--- src/rtl/lsu_mem_initiator.sv ---
// Load/store unit bridging the execute stage to a word-wide data memory.
// Sub-word loads are lane-extracted and extended; sub-word stores use read-modify-write.
module lsu_mem_initiator #(
    parameter int ADDR_W = 32,
    parameter int DATA_W = 32
) (
    input  logic              clk,
    input  logic              rst_n,
    input  logic              req_valid,
    output logic              req_ready,
    input  logic              req_we,
    input  logic [2:0]        req_funct3,
    input  logic [ADDR_W-1:0] req_addr,
    input  logic [DATA_W-1:0] req_wdata,
    output logic              resp_valid,
    output logic [DATA_W-1:0] resp_rdata,
    output logic              resp_err,
    output logic              mem_rw,
    output logic [ADDR_W-1:0] mem_addr,
    output logic [DATA_W-1:0] mem_wdata,
    input  logic [DATA_W-1:0] mem_rdata
);

    localparam logic [2:0] ST_IDLE  = 3'd0;
    localparam logic [2:0] ST_LOAD  = 3'd1;
    localparam logic [2:0] ST_RMW   = 3'd2;
    localparam logic [2:0] ST_STORE = 3'd3;
    localparam logic [2:0] ST_RESP  = 3'd4;

    logic [2:0]        state_r;
    logic [2:0]        state_nxt_s;
    logic              req_ready_r;
    logic              resp_valid_r;
    logic              resp_err_r;
    logic [DATA_W-1:0] resp_rdata_r;
    logic              we_r;
    logic [2:0]        funct3_r;
    logic [ADDR_W-1:0] addr_r;
    logic [DATA_W-1:0] wdata_r;
    logic [DATA_W-1:0] merge_r;
    logic [DATA_W-1:0] merge_nxt_s;
    logic [DATA_W-1:0] load_data_s;
    logic [7:0]        byte_s;
    logic [15:0]       half_s;
    logic              accept_s;
    logic              req_err_s;
    logic              mem_active_s;

    function automatic logic f3_legal(input logic we, input logic [2:0] f3);
        logic ok;
        case (f3)
            3'b000, 3'b001, 3'b010: ok = 1'b1;
            3'b100, 3'b101:         ok = ~we;
            default:                ok = 1'b0;
        endcase
        return ok;
    endfunction

    function automatic logic misaligned(input logic [1:0] size, input logic [1:0] lo);
        logic m;
        case (size)
            2'b01:   m = lo[0];
            2'b10:   m = (lo != 2'b00);
            default: m = 1'b0;
        endcase
        return m;
    endfunction

    assign accept_s  = req_valid & req_ready_r;
    assign req_err_s = ~f3_legal(req_we, req_funct3) | misaligned(req_funct3[1:0], req_addr[1:0]);

    // Next-state decode of the access sequencer.
    always_comb begin
        state_nxt_s = state_r;
        case (state_r)
            ST_IDLE: begin
                if (!accept_s) begin
                    state_nxt_s = ST_IDLE;
                end else if (req_err_s) begin
                    state_nxt_s = ST_RESP;
                end else if (!req_we) begin
                    state_nxt_s = ST_LOAD;
                end else if (req_funct3[1:0] == 2'b10) begin
                    state_nxt_s = ST_STORE;
                end else begin
                    state_nxt_s = ST_RMW;
                end
            end
            ST_LOAD:  state_nxt_s = ST_RESP;
            ST_RMW:   state_nxt_s = ST_STORE;
            ST_STORE: state_nxt_s = ST_RESP;
            ST_RESP:  state_nxt_s = ST_IDLE;
            default:  state_nxt_s = ST_IDLE;
        endcase
    end

    // Load lane selection and sign/zero extension.
    always_comb begin
        byte_s      = 8'h00;
        half_s      = 16'h0000;
        load_data_s = {DATA_W{1'b0}};
        case (addr_r[1:0])
            2'b00:   byte_s = mem_rdata[7:0];
            2'b01:   byte_s = mem_rdata[15:8];
            2'b10:   byte_s = mem_rdata[23:16];
            2'b11:   byte_s = mem_rdata[31:24];
            default: byte_s = 8'h00;
        endcase
        if (addr_r[1]) begin
            half_s = mem_rdata[31:16];
        end else begin
            half_s = mem_rdata[15:0];
        end
        case (funct3_r)
            3'b000:  load_data_s = {{24{byte_s[7]}}, byte_s};
            3'b001:  load_data_s = {{16{half_s[15]}}, half_s};
            3'b010:  load_data_s = mem_rdata;
            3'b100:  load_data_s = {24'h000000, byte_s};
            3'b101:  load_data_s = {16'h0000, half_s};
            default: load_data_s = {DATA_W{1'b0}};
        endcase
    end

    // Merge store data into the word read back during RMW.
    always_comb begin
        merge_nxt_s = mem_rdata;
        if (funct3_r[1:0] == 2'b00) begin
            case (addr_r[1:0])
                2'b00:   merge_nxt_s[7:0]   = wdata_r[7:0];
                2'b01:   merge_nxt_s[15:8]  = wdata_r[7:0];
                2'b10:   merge_nxt_s[23:16] = wdata_r[7:0];
                2'b11:   merge_nxt_s[31:24] = wdata_r[7:0];
                default: merge_nxt_s = mem_rdata;
            endcase
        end else if (funct3_r[1:0] == 2'b01) begin
            if (addr_r[1]) begin
                merge_nxt_s[31:16] = wdata_r[15:0];
            end else begin
                merge_nxt_s[15:0] = wdata_r[15:0];
            end
        end else begin
            merge_nxt_s = mem_rdata;
        end
    end

    // State register and handshake flags.
    always_ff @(posedge clk or negedge rst_n) begin
        if (!rst_n) begin
            state_r      <= ST_IDLE;
            req_ready_r  <= 1'b1;
            resp_valid_r <= 1'b0;
        end else begin
            state_r      <= state_nxt_s;
            req_ready_r  <= (state_nxt_s == ST_IDLE);
            resp_valid_r <= (state_nxt_s == ST_RESP);
        end
    end

    // Request capture on acceptance; held for the whole access.
    always_ff @(posedge clk or negedge rst_n) begin
        if (!rst_n) begin
            we_r     <= 1'b0;
            funct3_r <= 3'b000;
            addr_r   <= {ADDR_W{1'b0}};
            wdata_r  <= {DATA_W{1'b0}};
        end else if (accept_s) begin
            we_r     <= req_we;
            funct3_r <= req_funct3;
            addr_r   <= req_addr;
            wdata_r  <= req_wdata;
        end
    end

    // Merge register loaded in the RMW read cycle.
    always_ff @(posedge clk or negedge rst_n) begin
        if (!rst_n) begin
            merge_r <= {DATA_W{1'b0}};
        end else if (state_r == ST_RMW) begin
            merge_r <= merge_nxt_s;
        end
    end

    // Response data/error update only on entry to RESP, held afterwards.
    always_ff @(posedge clk or negedge rst_n) begin
        if (!rst_n) begin
            resp_err_r   <= 1'b0;
            resp_rdata_r <= {DATA_W{1'b0}};
        end else if (state_nxt_s == ST_RESP) begin
            resp_err_r   <= (state_r == ST_IDLE);
            resp_rdata_r <= (state_r == ST_LOAD) ? load_data_s : {DATA_W{1'b0}};
        end
    end

    // Memory port is decoded purely from registered state so reset kills a write at once.
    assign mem_active_s = (state_r == ST_LOAD) | (state_r == ST_RMW) | (state_r == ST_STORE);
    assign mem_rw       = (state_r == ST_STORE) & we_r;
    assign mem_addr     = mem_active_s ? {addr_r[ADDR_W-1:2], 2'b00} : {ADDR_W{1'b0}};
    assign mem_wdata    = (state_r != ST_STORE)     ? {DATA_W{1'b0}} :
                          (funct3_r[1:0] == 2'b10)  ? wdata_r : merge_r;

    assign req_ready  = req_ready_r;
    assign resp_valid = resp_valid_r;
    assign resp_err   = resp_err_r;
    assign resp_rdata = resp_rdata_r;

endmodule

--- config.mk ---
export PLATFORM = sky130hd
export DESIGN_NAME = lsu_mem_initiator
export DESIGN_NICKNAME = d
export VERILOG_FILES = /design/src/rtl/lsu_mem_initiator.sv
export SDC_FILE = /design/constraint.sdc
export NUM_CORES = 1
export LEC_CHECK = 0
export ABC_CLOCK_PERIOD_IN_PS = 2450
export CORE_MARGIN = 2
export CORE_UTILIZATION = 43
export CTS_CLUSTER_DIAMETER = 80
export DETAILED_ROUTE_END_ITERATION = 10
export PLACE_DENSITY = 0.73
export SLEW_MARGIN = 20
export SYNTH_ARGS = -nofsm -noshare
export SYNTH_HDL_FRONTEND = slang
export SYNTH_SLANG_ARGS = --single-unit
--- constraint.sdc ---
create_clock -name clk -period 2.45 [get_ports clk]
set_input_delay 0.735 -clock clk [delete_from_list [all_inputs] [get_ports clk]]
set_output_delay 0.735 -clock clk [all_outputs]
set_load 0.005 [all_outputs]
==> results.cfg, run 1 <==
[pwr]
ir_drop_v = 0.000635
power_density_mw_per_mm2 = 1240
total_leakage_power_nw = 4.68
combPwrFrac = 0.497
clkPwrFrac = 0.184
pwr-share-seq = 0.320
p_sw_w = 0.00476
p_sw_frac = 0.366
internal-power_w = 0.00825

[sta]
worstMarginPinSlew_ps = 855
fin_hold_ws_ps = 208
min_period_ps = 2420
max_freq_mhz = 414
rsz0062_at_grt = yes
clock_skew_ps = 8.62
relSlewSlack = 0.430
period_share = 0.986
fin_setup_tns_ps = 0
finalHoldViolations = 0
setup_viol = 0
slew_violations = 0
timing.final.ws_setup_ps = 34.6

[global_routing]
grtUsageMet2 = 0.430
grt_use_total = 0.265
grt_max_degree = 49
grt_util_met3 = 0.0769
antenna_found_initial = 1
grt_pass1_wl_um = 36100
busiest_layer = met2
use_met1 = 0.342
overflow = 0
grt_pass1_vias = 6575

[placed_design]
place_hpwl_um = 15800
dp_slack_ps = -174
io_buffers = 200
place.gp.congestion = 0.930
dp_cells = 1111

[yosys]
syn-cell-area_sq_mm = 0.00703
async_reset_ff_frac = 1.00
ys_seq_area_frac = 0.491
ys.flop_type = dfrtp_1
synth_seq_cells = 138
yosys_warnings = 0
synth-edff-count = 0
ys_types = 56
avgSynthCellArea_sq_um = 10.1
syn_inst = 699

[final_layout]
synthToLayoutAreaGrowth_pct = 49.0
fill_cells = 1267
antenna_cells = 0
final_cells = 1167
fin_nets = 1048
drive_above_1_share = 0.304

[flow_run]
drv_cap = 0

[status]
status = completed

[drt]
avgViaCountPerCell = 5.54
drt-pass1-iter-count = 7
routed_wl_um = 23000
drt-wirelength-per-cell_um = 19.7
num_vias = 6467
drc = 0
drt-initial-drc-count = 570
postRouteAntennaNets = 0

[worst_setup_path]
crit_arrival_ps = 1680
worstSetupStartpointType = flip-flop
crit_fanout = 15
worstPathRequired_ps = 1710
crit_type = flip-flop to primary output
endpoint_kind = primary output

[die]
io_pins = 203
rows = 46
initial_utilization = 0.441
fp.dieW_um = 132
core_sq_mm = 0.0159
die_h_um = 132
dieArea_sq_mm = 0.0174

[clock_network]
clock-sinks = 138
clock_path_buffers = 2
cts.clk_slew.worst_paths_ps = 60
cts_inserted_buffers = 17
cts_tree = done
cts_root_buf = clkbuf_16
htree_levels = 4
clock_latency_ps = 420

[worst_hold_path]
hp-class = input port to async pin
-- state kept, by name (all words and copies together), names as in the netlist --
name and flops:
state_r 3, addr_r 32, merge_r 32, wdata_r 32, req_ready 1, we_r 1
resp_err 1, resp_rdata 32, funct3_r 3, resp_valid 1
-- layout make-up --
class | count | area (sq um) | area share
multi-input combinational | 502 | 3490 | 0.333
sequential | 138 | 3460 | 0.330
timing repair buffer | 275 | 2690 | 0.257
clock buffer | 25 | 495 | 0.0473
tap | 216 | 270 | 0.0258
clock inverter | 3 | 40.0 | 0.00382
inverter | 8 | 30.0 | 0.00287
-- critical path: stages (launching register included) --
cell and delay, ps:
dfrtp_1 400, buf_6 130, nor2_4 120, nor2_4 50, buf_12 140, buf_4 140
and2_4 150, buf_2 120
-- cell families (layout without fill, tap and decap cells) --
family,after synthesis,after routing,synth area share
compound gates,169,169,0.153
fa+ha+maj,3,3,0.00534
mux,99,99,0.155
simple gates,229,229,0.152
other cells,1,2,0.000533
flops,138,138,0.491
buf+inv,60,311,0.0425
-- worst paths after layout --
path,start,endpoint,slack [ps],cells past startpoint
worst min-delay path,rst_n,resp_rdata[28],210,1
worst max register to register,funct3_r[1],resp_rdata[3],400,7
min in group clk,we_r,we_r,480,2
max in group asynchronous,rst_n,resp_rdata[14],1660,2
worst max-delay path,state_r[0],mem_addr[21],30,7
worst min register to register,we_r,we_r,480,2
-- cells in the mapped netlist (3+ instances only) --
cell / n / area [sq um]
o221ai_1: 8 / 70.1
buf_4: 6 / 45.0
nor2_1: 21 / 78.8
nand3_1: 18 / 90.1
dfrtp_1: 137 / 3430
and2_1: 31 / 194
o22ai_1: 8 / 50.1
nand2b_1: 3 / 18.8
mux2_2: 69 / 777
mux2i_1: 29 / 290
nand2_1: 131 / 492
buf_2: 13 / 65.1
ha_1: 3 / 37.5
inv_1: 8 / 30.0
a21o_1: 3 / 22.5
o21ai_1: 14 / 70.1
clkbuf_1: 29 / 109
a22o_1: 23 / 201
o2bb2ai_1: 7 / 61.3
a211oi_1: 6 / 45.0
o211ai_1: 7 / 52.6
o21ai_0: 31 / 155
a21oi_1: 51 / 255
nor3_1: 7 / 35.0
-- power by group through the flow --
stage	clock network, W	registers [W]	logic (W)
after CTS	0.00242	0.00411	0.00617
after detailed placement	0	0.00412	0.00563
after floorplan	0	0.00393	0.00326
final	0.00239	0.00416	0.00646
after global routing	0.00252	0.00428	0.00697
after global placement	0	0.00410	0.00557
-- cell usage in the layout (no fill, tap or decap), types with 6 or more instances in the layout --
cell type        Yosys  routed
a21oi_1             51      24
o221ai_1             8       8
a211oi_1             6       6
dfrtp_1            137     135
nor2_1              21      17
nand2_1            131     125
o21ai_1             14      13
a21oi_2              1      26
nor3_1               7       7
and2_4               0      13
inv_1                8       6
clkdlybuf4s15_1      0      10
o22ai_1              8       8
clkbuf_2             1      20
clkbuf_16            0      19
o2bb2ai_1            7       7
and2_1              31      18
mux2_2              69      69
nand3_1             18      18
o21ai_0             31      31
mux2i_1             29      29
buf_2               13      22
o211ai_1             7       7
buf_6                1      23
buf_4                6      43
nand2_2              1       6
buf_12               1      14
a22o_1              23      23
clkdlybuf4s50_1      0     136
-- stage by stage --
stage          area, sq um  total power, W   util
2_1_floorplan         7030         0.00719      -
3_3_place_gp          9520         0.00966  0.597
3_5_place_dp          9520         0.00975  0.597
4_1_cts              10400          0.0127  0.650
5_1_grt              10500          0.0138  0.657
6_report             10500          0.0130  0.657
-- layer usage --
metal / wire length [um] / share of wire
met2: 11000 / 0.48
met1: 9330 / 0.41
met5: 0 / 0
met4: 589 / 0.026
met3: 2130 / 0.092
-- timing repair --
item	CTS	global route
resized for setup	209	95
gates cloned	4	2
hold buffers	0	0
setup buffers	23	3
setup endpoints to repair	63	54
pin swaps	10	17
No activity file was read; power rests on OpenSTA's default activity.
==> run 2: changes to the inputs <==
--- a/config.mk
+++ b/config.mk
@@ -10,6 +10,7 @@
 export CORE_UTILIZATION = 43
 export CTS_CLUSTER_DIAMETER = 80
 export DETAILED_ROUTE_END_ITERATION = 10
+export MAX_ROUTING_LAYER = met4
 export PLACE_DENSITY = 0.73
 export SLEW_MARGIN = 20
 export SYNTH_ARGS = -nofsm -noshare
==> run 2 against run 1 <==
  * Fmax is 0.21% lower
  * Non-clock buffer count stayed put
  * Die area stayed put
  * Global-route usage is 0.85 points higher
  * Combinational power hardly changed
  * Utilization hardly changed
  * Register-to-register slack hardly changed
  * Sequential power hardly changed
  * Critical path type unchanged
==> results.cfg, run 2 (same netlist as run 1, synthesis figures left out) <==
[worst_setup_path]
critPathMaxStageDelay_ps = 400
cp_num_buf_inv = 4
reg2reg_to = resp_rdata[3]
crit_fanout = 15
rr_worst_depth = 7
r2r_start = funct3_r[1]
worstPathRequired_ps = 1710
crit_type = flip-flop to primary output
crit_top_cell = nor2_4
cpMaxStageDelayCell = dfrtp_1
worstSetupStartpointType = flip-flop
crit_arrival_ps = 1690
endpoint_kind = primary output
path_delay_family = buffers and inverters
crit_chain = buf_6, nor2_4, nor2_4, buf_12, buf_4, and2_4, buf_2
r2r_slack_ps = 390

[placed_design]
io_buffers = 200
place.gp.congestion = 0.947
dp_cells = 1111
place_area_sq_mm = 0.00952
place_hpwl_um = 15800

[global_routing]
grt_pass1_wl_um = 36100
grt_pass1_vias = 6586
grt_use_total = 0.273
antenna_found_initial = 1
overflow = 0
grt_max_degree = 49

[die]
dieArea_sq_mm = 0.0174
rows = 46
die_h_um = 132
io_pins = 203
core_sq_mm = 0.0159
fp.dieW_um = 132
initial_utilization = 0.441

[final_layout]
synthToLayoutAreaGrowth_pct = 49.1
design_area_sq_mm = 0.0105
final_cells = 1168
final_common_cell = clkdlybuf4s50_1
drive_above_1_share = 0.307
fin_nets = 1048
layout_common_cells = 136 x clkdlybuf4s50_1, 135 x dfrtp_1, 125 x nand2_1, 69 x mux2_2, 43 x buf_4

[flow_run]
drv_cap = 0

[sta]
relSlewSlack = 0.424
finalHoldViolations = 0
clock_skew_ps = 7.55
period_share = 0.988
max_freq_mhz = 413
fin_hold_ws_ps = 196
worstMarginPinSlew_ps = 865
min_period_ps = 2420
rsz0062_at_grt = yes
slew_violations = 0
setup_viol = 0

[drt]
drt-pass1-iter-count = 5
routed_wl_um = 23000
avgViaCountPerCell = 5.57
postRouteAntennaNets = 0
drt-initial-drc-count = 523
drt-wirelength-per-cell_um = 19.7
num_vias = 6508
drc = 0

[clock_network]
cts_root_buf = clkbuf_16
cts_tree = done
clock-sinks = 138
hold_buffers = 0
clock_latency_ps = 420
clock_path_buffers = 2
htree_levels = 4
cts_inserted_buffers = 17
cts.clk_slew.worst_paths_ps = 60

[worst_hold_path]
hp-class = input port to async pin

[pwr]
power_density_mw_per_mm2 = 1240
ir_drop_v = 0.000634
total_leakage_power_nw = 4.69

[status]
status = completed
[run 2: cell count changes in the layout (fill, tap and decap cells not counted), sizes merged]
cell | before | now
diode | 0 | 1
clkbuf | 47 | 49
clkdlybuf4s15 | 10 | 8
[run 2: per-layer routing]
metal	vias to the layer above	wire, um	track usage
met5	-	0	-
li1	2947	-	-
met3	49	1900	0.0761
met1	3181	9540	0.348
met4	0	505	0.0809
met2	331	11100	0.428
[run 2: worst max-delay path by stage]
stage	start	endpoint	slack, ps	cells after the start
after global routing	state_r[0]	mem_wdata[4]	-40	8
after floorplan	req_funct3[0]	resp_rdata[20]	400	7
after CTS	state_r[2]	mem_wdata[18]	-140	5
after detailed placement	req_funct3[0]	resp_rdata[27]	-170	8
after global placement	req_funct3[0]	resp_rdata[11]	-130	8
final	state_r[0]	mem_addr[21]	30	7
[run 2: cell type report]
class	instances	area (sq um)
fillers	1268	5460
multi-input cells	502	3490
flip-flops and latches	138	3460
repair buffers	275	2690
clock buffers	25	495
well taps	216	270
clock inverters	3	40.0
inverters	8	30.0
diodes	1	2.50
[run 2: metrics by stage]
stage / setup TNS [ps] / utilization / total power, W / setup slack (ps)
final: 0 / 0.657 / 0.0130 / 29.6
after global routing: -108 / 0.657 / 0.0138 / -38.9
after CTS: -2430 / 0.650 / 0.0127 / -143
after detailed placement: -4830 / 0.597 / 0.00975 / -174
after global placement: -3400 / 0.597 / 0.00966 / -128
after floorplan: 0 / - / 0.00719 / 404
[run 2: repair_timing]
action                                  in CTS  in global routing
buffers inserted                            23                  3
endpoints found under the setup margin      63                 55
gates resized for setup                    209                100
pin swaps                                   10                 20
gates cloned                                 4                  2
[run 2: power by group]
group / switching (W) / internal, W
clock: 0.000911 / 0.00148
combinational: 0.00308 / 0.00341
sequential: 0.000787 / 0.00338
==> run 3: changes to the inputs <==
--- a/config.mk
+++ b/config.mk
@@ -6,12 +6,13 @@
 export NUM_CORES = 1
 export LEC_CHECK = 0
 export ABC_CLOCK_PERIOD_IN_PS = 2450
+export CORE_ASPECT_RATIO = 1.1
 export CORE_MARGIN = 2
 export CORE_UTILIZATION = 43
 export CTS_CLUSTER_DIAMETER = 80
 export DETAILED_ROUTE_END_ITERATION = 10
 export MAX_ROUTING_LAYER = met4
-export PLACE_DENSITY = 0.73
+export PLACE_DENSITY = 0.75
 export SLEW_MARGIN = 20
 export SYNTH_ARGS = -nofsm -noshare
 export SYNTH_HDL_FRONTEND = slang
==> run 3 against run 2 <==
  * The run now ends with setup timing left
  * Critical path depth is 1 lower
  * Die area hardly changed
  * Sequential cell count stayed put
  * Power is 1.3% higher
  * Worst setup slack worse by 240 ps
  * Wire length is 0.30% lower
  * Design area is 0.46% higher
  * Clock skew hardly changed
  * Utilization is 0.68 points lower
  * Global-route usage is 0.58 points lower
  * Non-clock buffer count stayed put
  * Critical endpoint is now mem_addr[27]
==> results.cfg, run 3 (same netlist as run 1, synthesis figures left out) <==
[status]
status = finished with violations
failed_checks = setup timing

[die]
dieArea_sq_mm = 0.0174
die_h_um = 138
io_pins = 203
fp.dieW_um = 126
rows = 49
initial_utilization = 0.434
core_sq_mm = 0.0162

[clock_network]
htree_levels = 4
clock_path_buffers = 2
cts.clk_slew.worst_paths_ps = 60
cts_tree = done
cts_root_buf = clkbuf_16
hold_buffers = 0
clock_latency_ps = 420
clock-sinks = 138
cts_inserted_buffers = 17

[drt]
drt-wirelength-per-cell_um = 19.8
num_vias = 6488
avgViaCountPerCell = 5.60
routed_wl_um = 23000
drt-initial-drc-count = 522
drc = 0
drt-pass1-iter-count = 5
postRouteAntennaNets = 0

[sta]
max_freq_mhz = 376
fin_setup_tns_ps = -5750
worstMarginPinSlew_ps = 840
finalHoldViolations = 0
period_share = 1.09
slew_violations = 0
rsz0062_at_grt = yes
clock_skew_ps = 7.37
setup_viol = 42
min_period_ps = 2660
timing.final.ws_setup_ps = -213
relSlewSlack = 0.440

[worst_setup_path]
r2r_start = state_r[2]
worstSetupStartpointType = flip-flop
crit_fanout = 12
reg2reg_to = merge_r[13]
r2r_slack_ps = 390
crit_type = flip-flop to primary output
rr_worst_depth = 6
crit_arrival_ps = 1930
worstPathRequired_ps = 1710
endpoint_kind = primary output

[pwr]
power_density_mw_per_mm2 = 1250
total_leakage_power_nw = 4.86
ir_drop_v = 0.000608

[placed_design]
dp_cells = 1095
io_buffers = 200
place.gp.congestion = 0.944
place_hpwl_um = 15600
place_area_sq_mm = 0.00948

[final_layout]
final_common_cell = clkdlybuf4s50_1
fin_nets = 1048
final_util = 0.651
layout_common_cells = 149 x clkdlybuf4s50_1, 135 x dfrtp_1, 114 x nand2_1, 69 x mux2_2, 45 x buf_4
final_cells = 1158
regArea_sq_mm = 0.00346
multiInputGateArea_sq_mm = 0.00346
synthToLayoutAreaGrowth_pct = 49.8
design_area_sq_mm = 0.0105
fill_cells = 1349
drive_above_1_share = 0.264

[global_routing]
grt_pass1_vias = 6528
grt_use_total = 0.268
grt_pass1_wl_um = 35300
overflow = 0
grt_max_degree = 57
antenna_found_initial = 1

[flow_run]
drv_cap = 0

[worst_hold_path]
hp-class = input port to async pin
## run 3: cell types whose count changed in the layout (fill, tap and decap cells not counted), sizes merged, moves of 2 or more
cell,previous run,this run
clkbuf,49,33
dlygate4sd2,1,20
clkinvlp,0,2
clkdlybuf4s15,8,0
clkdlybuf4s50,136,149
dlymetal6s2s,0,8
buf,106,87
## run 3: layout make-up
cell class | count | share of cell area
inverters | 8 | 0.00285
clock inverters | 7 | 0.00856
multi-input cells | 502 | 0.328
well taps | 204 | 0.0242
diodes | 1 | 0.000238
repair buffers | 275 | 0.260
flip-flops and latches | 138 | 0.328
clock buffers | 23 | 0.0473
## run 3: worst max path at each step
| stage | startpoint | endpoint | slack [ps] | cells after the start |
|---|---|---|---|---|
| final | state_r[0] | mem_addr[27] | -210 | 6 |
| after global routing | state_r[0] | mem_wdata[23] | -300 | 7 |
| after CTS | state_r[0] | mem_addr[2] | -230 | 6 |
| after detailed placement | req_funct3[0] | resp_rdata[12] | -200 | 8 |
| after global placement | req_funct3[0] | resp_rdata[27] | -80 | 8 |
| after floorplan | req_funct3[0] | resp_rdata[20] | 400 | 7 |
## run 3: metal layers
layer | vias up | part of all wire | global-route usage | wire, um
li1 | 2958 | - | - | -
met2 | 324 | 0.49 | 0.419 | 11200
met3 | 68 | 0.083 | 0.0631 | 1910
met5 | - | 0 | - | 0
met1 | 3138 | 0.40 | 0.339 | 9090
met4 | 0 | 0.033 | 0.103 | 760
## run 3: through the flow
| step | hold slack, ps | worst slack, ps | power [W] |
|---|---|---|---|
| after floorplan | 439 | 404 | 0.00719 |
| after global placement | 451 | -79.4 | 0.00965 |
| after detailed placement | 468 | -196 | 0.00977 |
| after CTS | 277 | -228 | 0.0129 |
| after global routing | 299 | -299 | 0.0139 |
| final | 260 | -213 | 0.0132 |
## run 3: where the power goes
| part | total [W] | leakage (nW) | switching, W | internal, W |
|---|---|---|---|---|
| Clock | 0.00255 | 0.287 | 0.000929 | 0.00162 |
| Sequential | 0.00415 | 1.69 | 0.000773 | 0.00338 |
| Combinational | 0.00652 | 2.88 | 0.00310 | 0.00341 |
| Total | 0.0132 | 4.86 | 0.00480 | 0.00841 |
## run 3: repair_timing
action,CTS,global route
gates cloned,4,1
endpoints found under the hold margin,0,0
pin swaps,14,14
resized for setup,116,61
setup buffers,17,12
endpoints found under the setup margin,63,61
## run 3: critical path: stages (launching register included)
cell and delay (ps):
dfrtp_1 350, buf_4 140, nor2_4 40, nor2_4 160, clkbuf_16 190, and2_1 120, clkdlybuf4s50_1 510
